<file path="src/rtl/tawas_rcn_pkg.sv">
// Shared widths, byte-mask encodings, error-bit indices and the load
// extraction helper for the tawas rcn response path.
package tawas_rcn_pkg;

   localparam int SEQ_W  = 5;
   localparam int DATA_W = 32;
   localparam int MASK_W = 4;

   // Completion byte-mask encodings (lanes in natural position)
   localparam logic [MASK_W-1:0] MASK_B0   = 4'b0001;
   localparam logic [MASK_W-1:0] MASK_B1   = 4'b0010;
   localparam logic [MASK_W-1:0] MASK_B2   = 4'b0100;
   localparam logic [MASK_W-1:0] MASK_B3   = 4'b1000;
   localparam logic [MASK_W-1:0] MASK_H0   = 4'b0011;
   localparam logic [MASK_W-1:0] MASK_H1   = 4'b1100;
   localparam logic [MASK_W-1:0] MASK_WORD = 4'b1111;

   // Sticky error bit positions
   localparam int ERR_CPL = 0;   // completion for a non-pending tag
   localparam int ERR_ISS = 1;   // issue to an already pending tag
   localparam int ERR_OVF = 2;   // read-result FIFO overflow

   // Pull the addressed byte/half out of its lane and zero/sign extend it.
   // Unrecognised masks are passed through as a full word.
   function automatic logic [DATA_W-1:0] rsp_extract(
      input logic [MASK_W-1:0] mask,
      input logic [DATA_W-1:0] data,
      input logic              sext
   );
      logic [DATA_W-1:0] res;
      case (mask)
         MASK_B0:   res = {{24{sext & data[7]}},  data[7:0]};
         MASK_B1:   res = {{24{sext & data[15]}}, data[15:8]};
         MASK_B2:   res = {{24{sext & data[23]}}, data[23:16]};
         MASK_B3:   res = {{24{sext & data[31]}}, data[31:24]};
         MASK_H0:   res = {{16{sext & data[15]}}, data[15:0]};
         MASK_H1:   res = {{16{sext & data[31]}}, data[31:16]};
         MASK_WORD: res = data;
         default:   res = data;
      endcase
      return res;
   endfunction

endpackage

</file>
<file path="src/rtl/tawas_rcn_rsp_unit_if.sv">
// Bundle of the issue, completion and register-file write signals around
// the rcn response unit. The unit takes the slave side.
interface tawas_rcn_rsp_unit_if;
   import tawas_rcn_pkg::*;

   logic                issue;
   logic [SEQ_W-1:0]    issue_seq;
   logic                issue_wr;
   logic                issue_sext;
   logic                rdone;
   logic                wdone;
   logic [SEQ_W-1:0]    rsp_seq;
   logic [MASK_W-1:0]   rsp_mask;
   logic [23:0]         rsp_addr;
   logic [DATA_W-1:0]   rsp_data;
   logic [31:0]         pend;
   logic                rf_vld;
   logic                rf_rdy;
   logic [SEQ_W-1:0]    rf_seq;
   logic [DATA_W-1:0]   rf_data;
   logic [2:0]          err;

   modport slave (
      input  issue, issue_seq, issue_wr, issue_sext,
      input  rdone, wdone, rsp_seq, rsp_mask, rsp_addr, rsp_data,
      input  rf_rdy,
      output pend, rf_vld, rf_seq, rf_data, err
   );

   modport master (
      output issue, issue_seq, issue_wr, issue_sext,
      output rdone, wdone, rsp_seq, rsp_mask, rsp_addr, rsp_data,
      output rf_rdy,
      input  pend, rf_vld, rf_seq, rf_data, err
   );

endinterface

</file>
<file path="src/rtl/tawas_rcn_rsp_fifo.sv">
// Synchronous FIFO whose head is held in an output register, so a push into
// an empty FIFO is visible on out_vld after one edge. Capacity is DEPTH
// entries in total; push and pop together are accepted even when full.
module tawas_rcn_rsp_fifo #(
   parameter int DEPTH = 4,
   parameter int WIDTH = 37
) (
   input  logic             clk,
   input  logic             rst,
   input  logic             push,
   input  logic [WIDTH-1:0] wdata,
   input  logic             rdy,
   output logic             out_vld,
   output logic [WIDTH-1:0] out_data,
   output logic             full,
   output logic             empty,
   output logic             ovf
);

   localparam int PTR_W = (DEPTH > 1) ? $clog2(DEPTH) : 1;
   localparam int CNT_W = $clog2(DEPTH) + 1;

   logic [WIDTH-1:0] mem_r [DEPTH];
   logic [PTR_W-1:0] wr_ptr_r;
   logic [PTR_W-1:0] rd_ptr_r;
   logic [CNT_W-1:0] cnt_r;
   logic             out_vld_r;
   logic [WIDTH-1:0] out_data_r;

   logic             pop_s;
   logic             full_s;
   logic             wr_en_s;
   logic [PTR_W-1:0] rd_ptr_n_s;
   logic [CNT_W-1:0] remain_s;
   logic [CNT_W-1:0] cnt_n_s;
   logic [WIDTH-1:0] head_n_s;

   // Next-state of pointers, count and the head that the output register loads
   always_comb begin
      pop_s      = out_vld_r & rdy;
      full_s     = (cnt_r == CNT_W'(DEPTH));
      wr_en_s    = push & (~full_s | pop_s);
      rd_ptr_n_s = pop_s ? (rd_ptr_r + PTR_W'(1)) : rd_ptr_r;
      remain_s   = cnt_r - CNT_W'(pop_s);
      cnt_n_s    = remain_s + CNT_W'(wr_en_s);
      if (remain_s != {CNT_W{1'b0}}) begin
         head_n_s = mem_r[rd_ptr_n_s];
      end else if (wr_en_s) begin
         head_n_s = wdata;
      end else begin
         head_n_s = out_data_r;
      end
   end

   // Storage array: written on every accepted push, no reset needed
   always_ff @(posedge clk) begin
      if (wr_en_s) begin
         mem_r[wr_ptr_r] <= wdata;
      end
   end

   // Control state and the registered head
   always_ff @(posedge clk or posedge rst) begin
      if (rst) begin
         wr_ptr_r   <= {PTR_W{1'b0}};
         rd_ptr_r   <= {PTR_W{1'b0}};
         cnt_r      <= {CNT_W{1'b0}};
         out_vld_r  <= 1'b0;
         out_data_r <= {WIDTH{1'b0}};
      end else begin
         if (wr_en_s) begin
            wr_ptr_r <= wr_ptr_r + PTR_W'(1);
         end
         rd_ptr_r   <= rd_ptr_n_s;
         cnt_r      <= cnt_n_s;
         out_vld_r  <= (cnt_n_s != {CNT_W{1'b0}});
         out_data_r <= head_n_s;
      end
   end

   assign out_vld  = out_vld_r;
   assign out_data = out_data_r;
   assign full     = full_s;
   assign empty    = (cnt_r == {CNT_W{1'b0}});
   assign ovf      = push & full_s & ~pop_s;

endmodule

</file>
<file path="src/rtl/tawas_rcn_rsp_unit.sv">
// Response unit downstream of the buffered rcn master: per-tag pending
// scoreboard, load extraction and a read-result FIFO toward the register
// file. Optional build macro TAWAS_RCN_RSP_CHECK_EN enables the protocol
// checks that drive err[1:0]; without it those bits stay 0.
module tawas_rcn_rsp_unit
   import tawas_rcn_pkg::*;
#(
   parameter int RSP_DEPTH = 4
) (
   input  logic                 clk,
   input  logic                 rst,
   tawas_rcn_rsp_unit_if.slave  bus
);

   localparam int ENT_W = SEQ_W + DATA_W;

   logic [31:0]       pend_r;
   logic [31:0]       sext_r;
   logic [2:0]        err_r;

   logic              cpl_ok_s;
   logic              err_cpl_s;
   logic              err_iss_s;
   logic              wclr_s;
   logic              push_s;
   logic              pop_s;
   logic [31:0]       set_s;
   logic [31:0]       clr_s;
   logic [31:0]       pend_n_s;
   logic [DATA_W-1:0] ext_data_s;

   logic              fifo_vld_s;
   logic [ENT_W-1:0]  fifo_out_s;
   logic              fifo_full_s;
   logic              fifo_empty_s;
   logic              fifo_ovf_s;
   logic              unused_s;

`ifdef TAWAS_RCN_RSP_CHECK_EN
   assign cpl_ok_s  = pend_r[bus.rsp_seq];
   assign err_cpl_s = (bus.rdone | bus.wdone) & ~pend_r[bus.rsp_seq];
   assign err_iss_s = bus.issue & pend_r[bus.issue_seq];
`else
   assign cpl_ok_s  = 1'b1;
   assign err_cpl_s = 1'b0;
   assign err_iss_s = 1'b0;
`endif

   // Completion decode, extraction and next pending vector (set beats clear)
   always_comb begin
      push_s     = bus.rdone & cpl_ok_s;
      wclr_s     = bus.wdone & ~bus.rdone & cpl_ok_s;
      pop_s      = fifo_vld_s & bus.rf_rdy;
      ext_data_s = rsp_extract(bus.rsp_mask, bus.rsp_data, sext_r[bus.rsp_seq]);
      set_s      = {31'b0, bus.issue} << bus.issue_seq;
      clr_s      = ({31'b0, wclr_s} << bus.rsp_seq)
                 | ({31'b0, pop_s}  << fifo_out_s[ENT_W-1 -: SEQ_W]);
      pend_n_s   = (pend_r & ~clr_s) | set_s;
   end

   // Scoreboard, per-tag sign-extend flags and sticky error bits
   always_ff @(posedge clk or posedge rst) begin
      if (rst) begin
         pend_r <= 32'h0000_0000;
         sext_r <= 32'h0000_0000;
         err_r  <= 3'b000;
      end else begin
         pend_r <= pend_n_s;
         if (bus.issue) begin
            sext_r[bus.issue_seq] <= bus.issue_sext;
         end
         err_r[ERR_CPL] <= err_r[ERR_CPL] | err_cpl_s;
         err_r[ERR_ISS] <= err_r[ERR_ISS] | err_iss_s;
         err_r[ERR_OVF] <= err_r[ERR_OVF] | fifo_ovf_s;
      end
   end

   tawas_rcn_rsp_fifo #(
      .DEPTH (RSP_DEPTH),
      .WIDTH (ENT_W)
   ) u_fifo (
      .clk      (clk),
      .rst      (rst),
      .push     (push_s),
      .wdata    ({bus.rsp_seq, ext_data_s}),
      .rdy      (bus.rf_rdy),
      .out_vld  (fifo_vld_s),
      .out_data (fifo_out_s),
      .full     (fifo_full_s),
      .empty    (fifo_empty_s),
      .ovf      (fifo_ovf_s)
   );

   assign bus.pend    = pend_r;
   assign bus.err     = err_r;
   assign bus.rf_vld  = fifo_vld_s;
   assign bus.rf_seq  = fifo_out_s[ENT_W-1 -: SEQ_W];
   assign bus.rf_data = fifo_out_s[DATA_W-1:0];

   // Debug-only address and write flag, plus FIFO status, are not consumed here
   assign unused_s = ^{bus.rsp_addr, bus.issue_wr, fifo_full_s, fifo_empty_s};

endmodule
</file>
<file path="src/flat_wrapper.sv">
// flat-port wrapper written by rule: the top's interface ports become plain ports
module tawas_rcn_rsp_unit_flat import tawas_rcn_pkg::*;
#(
   parameter int RSP_DEPTH = 4
)
  (clk, rst, bus_issue, bus_issue_seq, bus_issue_wr, bus_issue_sext, bus_rdone, bus_wdone, bus_rsp_seq, bus_rsp_mask, bus_rsp_addr, bus_rsp_data, bus_rf_rdy, bus_pend, bus_rf_vld, bus_rf_seq, bus_rf_data, bus_err);
  tawas_rcn_rsp_unit_if bus_i ();
  input  logic clk;
  input  logic rst;
  input wire logic [$bits(bus_i.issue)-1:0] bus_issue;
  input wire logic [$bits(bus_i.issue_seq)-1:0] bus_issue_seq;
  input wire logic [$bits(bus_i.issue_wr)-1:0] bus_issue_wr;
  input wire logic [$bits(bus_i.issue_sext)-1:0] bus_issue_sext;
  input wire logic [$bits(bus_i.rdone)-1:0] bus_rdone;
  input wire logic [$bits(bus_i.wdone)-1:0] bus_wdone;
  input wire logic [$bits(bus_i.rsp_seq)-1:0] bus_rsp_seq;
  input wire logic [$bits(bus_i.rsp_mask)-1:0] bus_rsp_mask;
  input wire logic [$bits(bus_i.rsp_addr)-1:0] bus_rsp_addr;
  input wire logic [$bits(bus_i.rsp_data)-1:0] bus_rsp_data;
  input wire logic [$bits(bus_i.rf_rdy)-1:0] bus_rf_rdy;
  output wire logic [$bits(bus_i.pend)-1:0] bus_pend;
  output wire logic [$bits(bus_i.rf_vld)-1:0] bus_rf_vld;
  output wire logic [$bits(bus_i.rf_seq)-1:0] bus_rf_seq;
  output wire logic [$bits(bus_i.rf_data)-1:0] bus_rf_data;
  output wire logic [$bits(bus_i.err)-1:0] bus_err;
  assign bus_i.issue = bus_issue;
  assign bus_i.issue_seq = bus_issue_seq;
  assign bus_i.issue_wr = bus_issue_wr;
  assign bus_i.issue_sext = bus_issue_sext;
  assign bus_i.rdone = bus_rdone;
  assign bus_i.wdone = bus_wdone;
  assign bus_i.rsp_seq = bus_rsp_seq;
  assign bus_i.rsp_mask = bus_rsp_mask;
  assign bus_i.rsp_addr = bus_rsp_addr;
  assign bus_i.rsp_data = bus_rsp_data;
  assign bus_i.rf_rdy = bus_rf_rdy;
  assign bus_pend = bus_i.pend;
  assign bus_rf_vld = bus_i.rf_vld;
  assign bus_rf_seq = bus_i.rf_seq;
  assign bus_rf_data = bus_i.rf_data;
  assign bus_err = bus_i.err;
  tawas_rcn_rsp_unit #(.RSP_DEPTH(RSP_DEPTH)) u_core (.clk(clk), .rst(rst), .bus(bus_i));
endmodule
</file>
<file path="config.mk">
export PLATFORM = sky130hd
export DESIGN_NAME = tawas_rcn_rsp_unit_flat
export DESIGN_NICKNAME = d
export VERILOG_FILES = /design/src/rtl/tawas_rcn_pkg.sv /design/src/rtl/tawas_rcn_rsp_unit_if.sv /design/src/rtl/tawas_rcn_rsp_fifo.sv /design/src/rtl/tawas_rcn_rsp_unit.sv /design/src/flat_wrapper.sv
export SDC_FILE = /design/constraint.sdc
export NUM_CORES = 1
export LEC_CHECK = 0
export ABC_AREA = 1
export ABC_CLOCK_PERIOD_IN_PS = 4300
export BUFFER_PORTS_ARGS = -buffer_cell sky130_fd_sc_hd__buf_2
export CAP_MARGIN = 30
export CORE_AREA = 5 5 151 153
export CTS_BUF_LIST = sky130_fd_sc_hd__clkbuf_4
export DETAILED_ROUTE_END_ITERATION = 16
export DIE_AREA = 0 0 156 158
export PLACE_DENSITY = 0.79
export SYNTH_ARGS = -nofsm -noshare
export SYNTH_HDL_FRONTEND = slang
export SYNTH_SLANG_ARGS = --single-unit
</file>
<file path="constraint.sdc">
create_clock -name clk -period 4.3 [get_ports clk]
set_input_delay 0.645 -clock clk [delete_from_list [all_inputs] [get_ports clk]]
set_output_delay 0.645 -clock clk [all_outputs]
set_load 0.005 [all_outputs]
</file>
Word-level counts from Yosys, hierarchy flattened --
Memories as Yosys holds them, arrays and structs flattened. Cells that the tools add are included.
Storage, ports and cells: RAM bits 148, logic and storage cells 59, input port bits 78, register bits after elaboration 110, memories 1
Operators by class: bitwise gates (word level) 18, equality and inequality tests 7, $lt $le $gt $ge 3, shifts and indexed selects 3, reduce and logical (&&, ||, !) cells 4, mux-type cells 11, add/subtract/negate cells 4
Memory list:
- u_core.u_fifo.mem_r | words 4, width 37, read ports 1, clocked after memory_dff 0, write ports 1, RTL line tawas_rcn_rsp_fifo.sv:23 | logic [WIDTH-1:0] mem_r [DEPTH];
Operator list (count):
- $pmux 32 s6 | 1
- $shl 1x5->32 | 3
- $mux 37 | 2
- $or 32x32->32 | 2
- $and 32x32->32 | 1
- $bwmux 32 | 1
- $not 32->32 | 1
- $lt 5x6->1 const B | 2
- $and 1x1->1 | 9
- $eq 4x2->1 const B | 2
- $eq 4x4->1 const B | 2
- $reduce_bool 3->1 | 2
- $bmux 1 s5 | 1
- $demux 1 s5 | 1
- $ge 5x1->1 const B | 1
- $add 2x1->2 const B | 2
- $eq 4x1->1 const B | 1
- $eq 4x3->1 const B | 1
- $mux 1 | 4
- $add 3x1->3 | 1
- $eq 3x3->1 const B | 1
- $not 1->1 | 3
- $sub 3x1->3 | 1
- $mux 2 | 1
- other kinds (3) | 4

Longest topological paths before layout --
Gate-level depths: netlist (run 1).
depth after elaboration 7, gate-level depth with buffers 14, depth with buffers taken out 12

Cells and area by module --
A second synthesis (run 1) with hierarchy kept.
Unflattened totals: cell total of the unflattened synthesis 1380, area total of the unflattened synthesis 12388.1 sq um
By module, submodules not included:
- tawas_rcn_rsp_fifo | instances 1, area each 8468.1 sq um, cells an instance 821
- tawas_rcn_rsp_unit | instances 1, area each 3920.0 sq um, cells an instance 559

Worst setup path before layout (run 1) --
OpenSTA, ideal clock, no wires.
kind input to register, from input bus_rf_rdy, to memory u_core.u_fifo.mem_r[0][0], enable pin, setup time 431 ps, data required time 3869 ps, setup slack 1273 ps, stages 4, path buffers 0, data arrival time 2595 ps, cell sequence nand2_1 > nand4_1 > nand2_1 > nor2_1
Between the ends: cells in the longest elaborated chain, start to end 5
Ends and longest elaborated chain:
- start, declared | RTL line flat_wrapper.sv:20 | input wire logic [$bits(bus_i.rf_rdy)-1:0] bus_rf_rdy;
- $and 1x1->1 | RTL line tawas_rcn_rsp_fifo.sv:40 | pop_s = out_vld_r & rdy;
- $or 1x1->1 | RTL line tawas_rcn_rsp_fifo.sv:42 | wr_en_s = push & (~full_s | pop_s);
- $and 1x1->1 | RTL line tawas_rcn_rsp_fifo.sv:42
- $mux 1 | RTL line tawas_rcn_rsp_fifo.sv:57 | if (wr_en_s) begin
- $mux 1 (not written as such) | RTL line tawas_rcn_rsp_fifo.sv:58 | mem_r[wr_ptr_r] <= wdata;
- end, declared | RTL line tawas_rcn_rsp_fifo.sv:23
Every way passes these cells.

Worst setup path in the final report (run 1) --
from register u_core.u_fifo.out_vld_r (netlist: u_core.u_fifo.out_vld), to register u_core.u_fifo.out_data_r[34] (netlist: u_core.u_fifo.out_data[34])
Between the ends: cells in the longest elaborated chain, start to end 4, elaborated cells between the ends (all ways) 9
Ends and longest elaborated chain:
- start, declared | RTL line tawas_rcn_rsp_fifo.sv:27 | logic out_vld_r;
- start signal, assigned | RTL line tawas_rcn_rsp_fifo.sv:76 | out_vld_r <= (cnt_n_s != {CNT_W{1'b0}});
- $and 1x1->1 * | RTL line tawas_rcn_rsp_fifo.sv:40
- $sub 3x1->3, or another cell as far along | RTL line tawas_rcn_rsp_fifo.sv:44 | remain_s = cnt_r - CNT_W'(pop_s);
- $reduce_bool 3->1, or another cell as far along | RTL line tawas_rcn_rsp_fifo.sv:46 | if (remain_s != {CNT_W{1'b0}}) begin
- $mux 37 or $reduce_bool 2->1 (tied branches)
- end signal, assigned | RTL line tawas_rcn_rsp_fifo.sv:69 | out_data_r <= {WIDTH{1'b0}};
- end signal, assigned | RTL line tawas_rcn_rsp_fifo.sv:77 | out_data_r <= head_n_s;
- end, declared | RTL line tawas_rcn_rsp_fifo.sv:28 | logic [WIDTH-1:0] out_data_r;
Every way passes the cells marked *; elsewhere a longest branch is shown, timed or not. A chain may end at the register's enable or synchronous reset.

==> out/qor.csv, run 1 <==
stage;metric;value;unit
status;status;finished clean;
cells_and_area;drive_gt1_share;20.61;%
global_routing;antenna_found_initial;1;
setup_path;crit_fanout;33;
synth;synth.ff_latch_count;258;
sta;slew-limit-headroom;38.94;%
clock_network;h-tree-depth;3;
cells_and_area;post-route-util;62.21;%
placed_design;dpl_cell_area;12410;um2
power_and_ir_drop;p_seq_share;42.4;%
power_and_ir_drop;internal-power;5.575;mW
power_and_ir_drop;power;8.932;mW
synth;synth_top_area_share;38.47;%
synth;synthesis.area;11550;um2
synth;synth_top_area_cell;edfxtp_1;
floorplan;core-area;21420;um2
power_and_ir_drop;switchingPower;3.357;mW
sta;drv_slew;0;
floorplan;die_y;158;um
clock_network;post_cts_resized;0;
sta;fin_skew;54.90;ps
clock_network;clockRootBuffer;clkbuf_4;
synth;synth_common_cells;nand2_1 (341), edfxtp_1 (148), o21ai_0 (144);
flow_run;drv_cap;0;
clock_network;cts-buffers-inserted;67;
global_routing;grt_start_max_net_pins;75;
setup_path;timing_worst_setup_path_type;register to register;
global_routing;grtUsageTotal;26.07;%
clock_network;holdBufCountCts;0;
power_and_ir_drop;p_clk_share;24.8;%
placed_design;place.gp.congestion;0.9298;
hold_path;hold_path.class;input pin to async pin;
synth;synth_area_per_cell;9.652;um2
synth;synth_area_leaders;edfxtp_1 (38%), dfrtp_1 (24%), nand2_1 (11%), o21ai_0 (6.2%), nand3_1 (3.9%);
cells_and_area;nFillCells;1700;
sta;tightest_slew;914.9;ps
route;wl_per_cell;19.07;um
cells_and_area;area_delta_synth_final;15.32;%
sta;setup_violations;0;
synth;synthMostInstantiatedCell;nand2_1;
clock_network;cts.sinks;258;
global_routing;grt_pass1_wl;50.65;mm
synth;synth_ff_type;edfxtp_1;
power_and_ir_drop;power_frac_comb;32.8;%
global_routing;grt_overflow;0;
floorplan;io_pins;151;
cells_and_area;stdcell_count;1683;
clock_network;post-cts-setup-buffer-count;0;
setup_path;arrival;3470;ps
cells_and_area;nNetsFinal;1434;
route;firstDrtPassIters;6;
power_and_ir_drop;leakagePower;5.688;nW
clock_network;tritoncts;done;
clock_network;clkLatencyLatePin;690;ps
route;drc_errors;0;
setup_path;worst_setup_path_end_kind;register;
power_and_ir_drop;power_density;670.4;nW/um2
placed_design;place_hpwl;19.87;mm
setup_path;setup.worst_path.start_class;register;
synth;synth_edf_count;148;
sta;fin_crit;2915;ps
sta;tns;0;ps
clock_network;clk_pin_slew;70;ps
sta;fin_ws;1385;ps
synth;ys_seq_area_share;62.29;%
route;vias;9782;
synth;synth_cell_type_count;36;
route;wirelength;32.09;mm
route;vias_per_cell;5.812;
global_routing;grt_pass1_vias;9960;
sta;period_share;67.78;%
floorplan;die_w;156;um
synth;ys_warn_count;0;
sta;rsz0062_at_grt;false;
sta;max_freq;343.1;MHz
power_and_ir_drop;switching_share;37.59;%
synth;async_flop_share;42.64;%
route;drt_iter0_drc;1187;
setup_path;cp.required;4850;ps
route;antenna_left;0;
power_and_ir_drop;ir_drop;354.6;uV
synth;synth_cells;1197;
placed_design;dp_cells;1559;
placed_design;dp_slack;1013;ps
clock_network;cts_buffer_depth;3;
floorplan;initial_core_util;53.94;%
floorplan;dieArea;24650;um2
sta;whs;153.8;ps
placed_design;portBuffers;123;
cells_and_area;fin_area;13320;um2
floorplan;core.rowCount;54;
sta;hold_viol_final;0;
state kept, by name (all words and copies together), names as in the netlist, 2 cells and up:
signal	flops
u_core.bus.pend	32
u_core.sext_r	32
u_core.u_fifo.cnt_r	3
u_core.u_fifo.mem_r	148
u_core.u_fifo.out_data	37
u_core.u_fifo.rd_ptr_r	2
u_core.u_fifo.wr_ptr_r	2
logic make-up after synthesis:
group                    synth area share (%)
buffers and inverters                   5.285
adder cells (fa/ha/maj)                0.8664
XOR/XNOR                               0.3033
other                                 0.03246
AND/OR/NAND/NOR                         19.82
AO/OA/AOI/OAI                           11.40
flip-flops                              62.29
per-layer routing:
layer,vias to the layer above,part of all wire (%),track usage (%)
met2,610,48,42.33
li1,4427,-,-
met5,-,0,0
met3,101,10,6.342
met1,4644,38,33.32
met4,0,3.0,12.13
worst max-delay path, cell delays in order (launching register included):
cell	delay [ps]
dfrtp_1	370
nand2_1	230
inv_1	110
ha_1	210
ha_1	210
xor2_1	180
nor3_1	140
inv_1	320
nor2_2	170
buf_4	430
inv_1	210
o221ai_1	220
power by group through the flow:
stage	combinational, mW	sequential, mW	clock (mW)
after CTS	2.94	3.77	2.25
after detailed placement	2.92	3.81	0
after floorplan	1.84	3.73	0
after global placement	2.80	3.79	0
final	2.93	3.79	2.21
after global routing	3.28	3.85	2.40
area by class of cell:
cell class | count | area, um2 | share of cell area, %
tap | 280 | 350.3 | 2.629
antenna | 1 | 2.502 | 0.01878
clock buffer | 101 | 758.2 | 5.691
inverter | 87 | 331.6 | 2.489
timing repair buffer | 140 | 743.2 | 5.578
clock inverter | 22 | 148.9 | 1.117
sequential | 258 | 7197 | 54.01
multi-input combinational | 794 | 3792 | 28.46
cells in the final DEF, fill, tap and decap left out, types with 7 or more instances in the layout:
cell type and n:
dfrtp_1 110, nand3_1 89, inv_2 7, nand2_2 9, o21ai_0 144, nand2_1 340, o22ai_1 18, inv_1 75
nor2_1 67, edfxtp_1 148, a21oi_1 51, clkinv_1 19, o221ai_1 11, buf_4 17, nand4_1 13, buf_2 123
ha_1 8, clkbuf_4 101
final timing paths:
check,cells past startpoint,to,startpoint,slack (ps)
min in group clk,3,u_core.u_fifo.mem_r[2][16],bus_rsp_data[16],380
max reg2reg,11,u_core.u_fifo.out_data[34],u_core.u_fifo.out_vld,1390
min reg2reg,2,u_core.sext_r[2],u_core.sext_r[2],490
min,2,u_core.u_fifo.rd_ptr_r[0],rst,150
max,11,u_core.u_fifo.out_data[34],u_core.u_fifo.out_vld,1390
max in group asynchronous,3,u_core.u_fifo.out_data[23],rst,3170
(Power assumes the default switching activity.)
==> run 2, diff against run 1 <==
--- a/config.mk
+++ b/config.mk
@@ -6,7 +6,7 @@
 export NUM_CORES = 1
 export LEC_CHECK = 0
 export ABC_AREA = 1
-export ABC_CLOCK_PERIOD_IN_PS = 4300
+export ABC_CLOCK_PERIOD_IN_PS = 2700
 export BUFFER_PORTS_ARGS = -buffer_cell sky130_fd_sc_hd__buf_2
 export CAP_MARGIN = 30
 export CORE_AREA = 5 5 151 153
==> constraint.sdc (replaced) <==
create_clock -name clk -period 2.7 [get_ports clk]
set_input_delay 0.405 -clock clk [delete_from_list [all_inputs] [get_ports clk]]
set_output_delay 0.405 -clock clk [all_outputs]
set_load 0.005 [all_outputs]
==> out/qor.csv, run 2 (synthesized netlist as in run 1, its figures left out) <==
stage;metric;value;unit;change
status;status;finished clean;;
cells_and_area;area_delta_synth_final;17.10;%;
sta;rsz0062_at_grt;false;;
setup_path;timing_worst_setup_path_type;register to register;;
route;vias_per_cell;5.742;;-1.2%
floorplan;die_y;158;um;unchanged
placed_design;portBuffers;123;;unchanged
sta;tightest_slew;906.8;ps;-8.114 ps
route;drt_iter0_drc;993;;-16%
cells_and_area;post-route-util;63.17;%;+0.96 points
setup_path;crit_fanout;32;;-3.0%
global_routing;grt_pass1_wl;49.53;mm;-2.2%
sta;max_freq;457.5;MHz;+33%
placed_design;dp_cells;1576;;+1.1%
global_routing;grtUsageTotal;25.57;%;-0.50 points
setup_path;cp.required;3260;ps;-1590 ps
cells_and_area;largest_reg_flops;148;;unchanged
sta;period_share;80.95;%;+13 points
cells_and_area;largest-register;u_core.u_fifo.mem_r;;
sta;hold_viol_final;0;;unchanged
cells_and_area;final_common_cell;nand2_1;;
power_and_ir_drop;switching_share;37.12;%;-0.47 points
floorplan;core.rowCount;54;;unchanged
clock_network;cts_buffer_depth;3;;unchanged
flow_run;drv_cap;0;;unchanged
power_and_ir_drop;power_frac_comb;34.4;%;+1.6 points
floorplan;initial_core_util;53.94;%;unchanged
power_and_ir_drop;p_clk_share;23.8;%;-1.0 points
cells_and_area;final_cell_mix;nand2_1 (340), edfxtp_1 (148), o21ai_0 (144), buf_2 (123), dfrtp_1 (110);;
route;drc_errors;0;;unchanged
sta;whs;104.4;ps;-49.43 ps
cells_and_area;drive_gt1_share;21.27;%;+0.66 points
floorplan;io_pins;151;;unchanged
clock_network;clockRootBuffer;clkbuf_4;;
placed_design;place.gp.congestion;0.9472;;+1.9%
power_and_ir_drop;leakagePower;5.791;nW;+1.8%
power_and_ir_drop;p_seq_share;41.8;%;-0.6 points
hold_path;hold_path.class;input pin to register;;
clock_network;clk_pin_slew;70;ps;about the same
power_and_ir_drop;ir_drop;534.4;uV;+51%
setup_path;arrival;2740;ps;-730 ps
route;wl_per_cell;18.71;um;-1.9%
global_routing;grt_start_max_net_pins;44;;-41%
setup_path;rrSetupSlack;510;ps;-870 ps
floorplan;dieArea;24650;um2;unchanged
cells_and_area;stdcell_count;1696;;+0.77%
sta;drv_slew;0;;unchanged
clock_network;cts.sinks;258;;unchanged
power_and_ir_drop;switchingPower;5.300;mW;+58%
setup_path;setup.worst_path.start_class;register;;
placed_design;place_hpwl;20.08;mm;+1.1%
floorplan;die_w;156;um;unchanged
power_and_ir_drop;power_density;1055;nW/um2;+57%
global_routing;grt_overflow;0;;unchanged
clock_network;tritoncts;done;;
sta;slew-limit-headroom;39.48;%;+0.54 points
route;vias;9739;;-0.44%
sta;fin_skew;28.76;ps;-26.13 ps
setup_path;worst_setup_path_end_kind;register;;
cells_and_area;nNetsFinal;1453;;+1.3%
clock_network;h-tree-depth;3;;unchanged
clock_network;cts-buffers-inserted;68;;+1.5%
sta;fin_crit;2186;ps;-728.8 ps
sta;setup_violations;0;;unchanged
clock_network;clkLatencyLatePin;640;ps;-50 ps
clock_network;post_cts_resized;0;;unchanged
route;antenna_left;0;;unchanged
route;firstDrtPassIters;6;;unchanged
route;wirelength;31.73;mm;-1.1%
power_and_ir_drop;internal-power;8.979;mW;+61%
floorplan;core-area;21420;um2;unchanged
global_routing;antenna_found_initial;1;;unchanged
global_routing;grt_pass1_vias;9758;;-2.0%
-- run 2: final cells by class --
class | instances | area, um2
timing repair buffer | 158 | 993.5
antenna | 1 | 2.502
multi-input combinational | 794 | 3792
clock inverter | 21 | 132.6
sequential | 258 | 7197
clock buffer | 97 | 728.2
inverter | 87 | 332.8
tap | 280 | 350.3
fill | 1709 | 7889
-- run 2: repair_timing --
item / CTS / global route
setup buffers: 0 / 0
hold buffers: 1 / 0
setup endpoints to repair: 0 / 0
endpoints found under the hold margin: 25 / 0
-- run 2: power by group through the flow --
stage / Combinational (mW) / Clock [mW] / Sequential, mW
after floorplan: 2.93 / 0 / 5.94
after global placement: 4.70 / 0 / 5.99
after detailed placement: 4.90 / 0 / 6.00
after CTS: 4.92 / 3.46 / 5.95
after global routing: 5.48 / 3.65 / 6.06
final: 4.92 / 3.39 / 5.97
-- run 2: metal layers --
metal  share of wire [%]  GRT usage [%]  up-vias
li1                    -              -     4450
met1                  39          32.82     4584
met2                  48          41.98      602
met3                 9.8          6.069      103
met4                 3.1          10.80        0
met5                   0              0        -
-- run 2: worst paths after layout --
path,startpoint,endpoint,cells after the start
max in group asynchronous,rst,u_core.sext_r[8],4
min in group asynchronous,rst,u_core.sext_r[26],3
max reg2reg,u_core.u_fifo.out_vld,u_core.u_fifo.out_data[13],13
max,u_core.u_fifo.out_vld,u_core.u_fifo.out_data[13],13
min,bus_rsp_seq[4],u_core.u_fifo.mem_r[0][36],1
min reg2reg,u_core.sext_r[21],u_core.sext_r[21],2
-- run 2: critical path: stages (launching register included) --
cell and delay (ps):
dfrtp_1 380, nand2_1 100, inv_1 80, ha_1 200, ha_1 200, xor2_1 180, nor3_1 140, inv_1 130
nor2_2 180, buf_12 220, nand2_1 70, nand2_1 70, inv_1 40, nand2_1 60
-- run 2: stage by stage --
step / setup TNS, ps / power (mW) / worst slack [ps] / cell area (um2)
finish: 0 / 14.28 / 514.3 / 13530
global route: 0 / 15.18 / 271.6 / 13530
CTS: 0 / 14.32 / 503.2 / 13530
detailed placement: 0 / 10.90 / 363.4 / 12660
global placement: 0 / 10.69 / 403.3 / 12660
floorplan: -12810 / 8.866 / -86.52 / 11560
==> run 3, diff against run 2 <==
--- a/config.mk
+++ b/config.mk
@@ -6,7 +6,7 @@
 export NUM_CORES = 1
 export LEC_CHECK = 0
 export ABC_AREA = 1
-export ABC_CLOCK_PERIOD_IN_PS = 2700
+export ABC_CLOCK_PERIOD_IN_PS = 2300
 export BUFFER_PORTS_ARGS = -buffer_cell sky130_fd_sc_hd__buf_2
 export CAP_MARGIN = 30
 export CORE_AREA = 5 5 151 153
==> constraint.sdc (replaced) <==
create_clock -name clk -period 2.3 [get_ports clk]
set_input_delay 0.345 -clock clk [delete_from_list [all_inputs] [get_ports clk]]
set_output_delay 0.345 -clock clk [all_outputs]
set_load 0.005 [all_outputs]
==> out/qor.csv, run 3 (synthesized netlist as in run 1, its figures left out) <==
stage;metric;value;unit;change
clock_network;cts-buffers-inserted;68;;unchanged
placed_design;place_hpwl;20.46;mm;+1.9%
route;vias_per_cell;5.741;;about the same
route;wl_per_cell;18.73;um;+0.11%
hold_path;hold_path.class;input pin to register;;
floorplan;initial_core_util;53.94;%;unchanged
sta;rsz0062_at_grt;false;;
floorplan;core.rowCount;54;;unchanged
setup_path;r2r_cells;10;;-3
cells_and_area;multiInputGateArea;3792;um2;unchanged
cells_and_area;stdcell_count;1716;;+1.2%
power_and_ir_drop;switchingPower;6.363;mW;+20%
clock_network;h-tree-depth;3;;unchanged
clock_network;clkLatencyLatePin;700;ps;+60 ps
floorplan;die_w;156;um;unchanged
global_routing;grtUsageTotal;26.20;%;+0.63 points
cells_and_area;fin_area;13700;um2;+1.3%
floorplan;die_y;158;um;unchanged
route;vias;9851;;+1.2%
clock_network;cts_buffer_depth;3;;unchanged
power_and_ir_drop;internal-power;10.72;mW;+19%
cells_and_area;largest-register;u_core.u_fifo.mem_r;;
clock_network;post-cts-setup-buffer-count;0;;unchanged
sta;tightest_slew;832.9;ps;-73.93 ps
floorplan;io_pins;151;;unchanged
clock_network;cts.sinks;258;;unchanged
cells_and_area;final_cell_mix;nand2_1 (340), edfxtp_1 (148), o21ai_0 (144), buf_2 (123), dfrtp_1 (110);;
route;firstDrtPassIters;6;;unchanged
setup_path;reg2reg_from;u_core.u_fifo.out_vld;;
power_and_ir_drop;p_clk_share;24.0;%;+0.2 points
flow_run;drv_cap;0;;unchanged
power_and_ir_drop;leakagePower;5.893;nW;+1.8%
setup_path;worst_setup_path_end_kind;register;;
floorplan;dieArea;24650;um2;unchanged
sta;slew-limit-headroom;44.27;%;+4.8 points
power_and_ir_drop;p_seq_share;40.7;%;-1.1 points
cells_and_area;seq_area;7197;um2;unchanged
cells_and_area;nNetsFinal;1469;;+1.1%
placed_design;dpl_cell_area;12770;um2;+0.93%
sta;drv_slew;0;;unchanged
sta;fin_crit;2121;ps;-64.43 ps
placed_design;dp_cells;1590;;+0.89%
power_and_ir_drop;switching_share;37.25;%;+0.13 points
route;drc_errors;0;;unchanged
setup_path;timing.rr.end;u_core.u_fifo.out_data[36];;
cells_and_area;drive_gt1_share;22.58;%;+1.3 points
status;status;finished clean;;
clock_network;clk_pin_slew;60;ps;about the same
sta;max_freq;471.4;MHz;+3.0%
global_routing;grt_overflow;0;;unchanged
cells_and_area;nFillCells;1644;;-3.8%
power_and_ir_drop;power_frac_comb;35.2;%;+0.8 points
cells_and_area;area_delta_synth_final;18.57;%;
global_routing;grt_pass1_vias;9993;;+2.4%
route;wirelength;32.14;mm;+1.3%
sta;setup_violations;0;;unchanged
clock_network;tritoncts;done;;
power_and_ir_drop;ir_drop;615.3;uV;+15%
setup_path;rrSetupSlack;180;ps;-340 ps
setup_path;cp-endpoint;u_core.u_fifo.out_data[36];;
setup_path;cp.required;2780;ps;-480 ps
setup_path;crit_fanout;22;;-31%
setup_path;critPathLaunch;u_core.u_fifo.out_vld;;
hold_path;hold_depth;3;;+2
route;antenna_left;0;;unchanged
sta;hold_viol_final;0;;unchanged
global_routing;grt_pass1_wl;50.58;mm;+2.1%
floorplan;core-area;21420;um2;unchanged
global_routing;antenna_found_initial;1;;unchanged
setup_path;arrival;2600;ps;-140 ps
global_routing;grt_start_max_net_pins;76;;+73%
sta;period_share;92.23;%;+11 points
cells_and_area;largest_reg_flops;148;;unchanged
setup_path;setup.worst_path.start_class;register;;
setup_path;timing_worst_setup_path_type;register to register;;
placed_design;portBuffers;123;;unchanged
placed_design;place.gp.congestion;0.9428;;-0.46%
power_and_ir_drop;power_density;1247;nW/um2;+18%
route;drt_iter0_drc;1103;;+11%
sta;fin_skew;66.52;ps;+37.75 ps
cells_and_area;final_common_cell;nand2_1;;
clock_network;clockRootBuffer;clkbuf_4;;
[run 3: cell count changes in the layout (fill, tap and decap cells not counted), sizes merged]
cell	change
clkbuf	+11
bufinv	-1
clkinv	-6
buf	+14
clkinvlp	+1
dlygate4sd3	+2
inv	-1
[run 3: repair_timing]
| action | 4_1_cts | 5_1_grt |
|---|---|---|
| gates resized for setup | 0 | 0 |
| hold buffers | 3 | 0 |
| endpoints found under the setup margin | 0 | 0 |
| endpoints found under the hold margin | 20 | 0 |
[run 3: final cells by class]
type	count	share of cell area (%)
antenna	1	0.01827
clock buffer	108	5.918
clock inverter	14	0.6028
inverter	87	2.429
multi-input combinational	794	27.68
sequential	258	52.53
tap	280	2.557
timing repair buffer	174	8.256
[run 3: per-stage QoR]
step	total power [mW]	TNS (ps)	util, %	setup slack, ps	hold slack [ps]
after global placement	12.68	0	59.64	148.9	370.6
after CTS	17.13	0	63.95	166.3	17.16
after detailed placement	12.95	0	59.64	113.7	382.4
after floorplan	10.41	-65580	-	-443.1	443.9
final	17.08	0	63.96	178.7	45.71
after global routing	18.22	0	63.96	6.296	40.28
[run 3: power by group through the flow]
stage,Combinational (mW),Sequential [mW],Clock [mW]
final,6.02,6.96,4.11
after global routing,6.68,7.06,4.47
after CTS,6.01,6.93,4.18
after detailed placement,5.95,7.00,0
after global placement,5.72,6.97,0
after floorplan,3.43,6.97,0
[run 3: per-layer routing]
| layer | vias up | wire, um | track usage, % | share of wire, % |
|---|---|---|---|---|
| met5 | - | 0 | 0 | 0 |
| met4 | 0 | 988 | 10.71 | 3.1 |
| met1 | 4593 | 12280 | 33.28 | 38 |
| met2 | 672 | 15160 | 43.48 | 47 |
| li1 | 4486 | - | - | - |
| met3 | 100 | 3709 | 6.397 | 12 |
[run 3: worst min path at each step]
stage	startpoint	endpoint	slack (ps)
2_1_floorplan	bus_rsp_seq[0]	u_core.u_fifo.mem_r[0][32]	440
3_3_place_gp	rst	u_core.u_fifo.out_data[8]	370
3_5_place_dp	rst	u_core.u_fifo.out_data[10]	380
4_1_cts	bus_rdone	u_core.bus.err[2]	20
5_1_grt	bus_rdone	u_core.bus.err[2]	40
6_report	bus_rdone	u_core.bus.err[2]	50
[run 3: worst max-delay path, cell delays in order, from the launching register on]
cell	delay, ps
dfrtp_1	370
nand2_1	100
inv_1	60
ha_1	190
ha_1	210
xor2_1	190
nor3_1	140
inv_1	130
buf_4	240
o21ai_0	150
o221ai_1	180
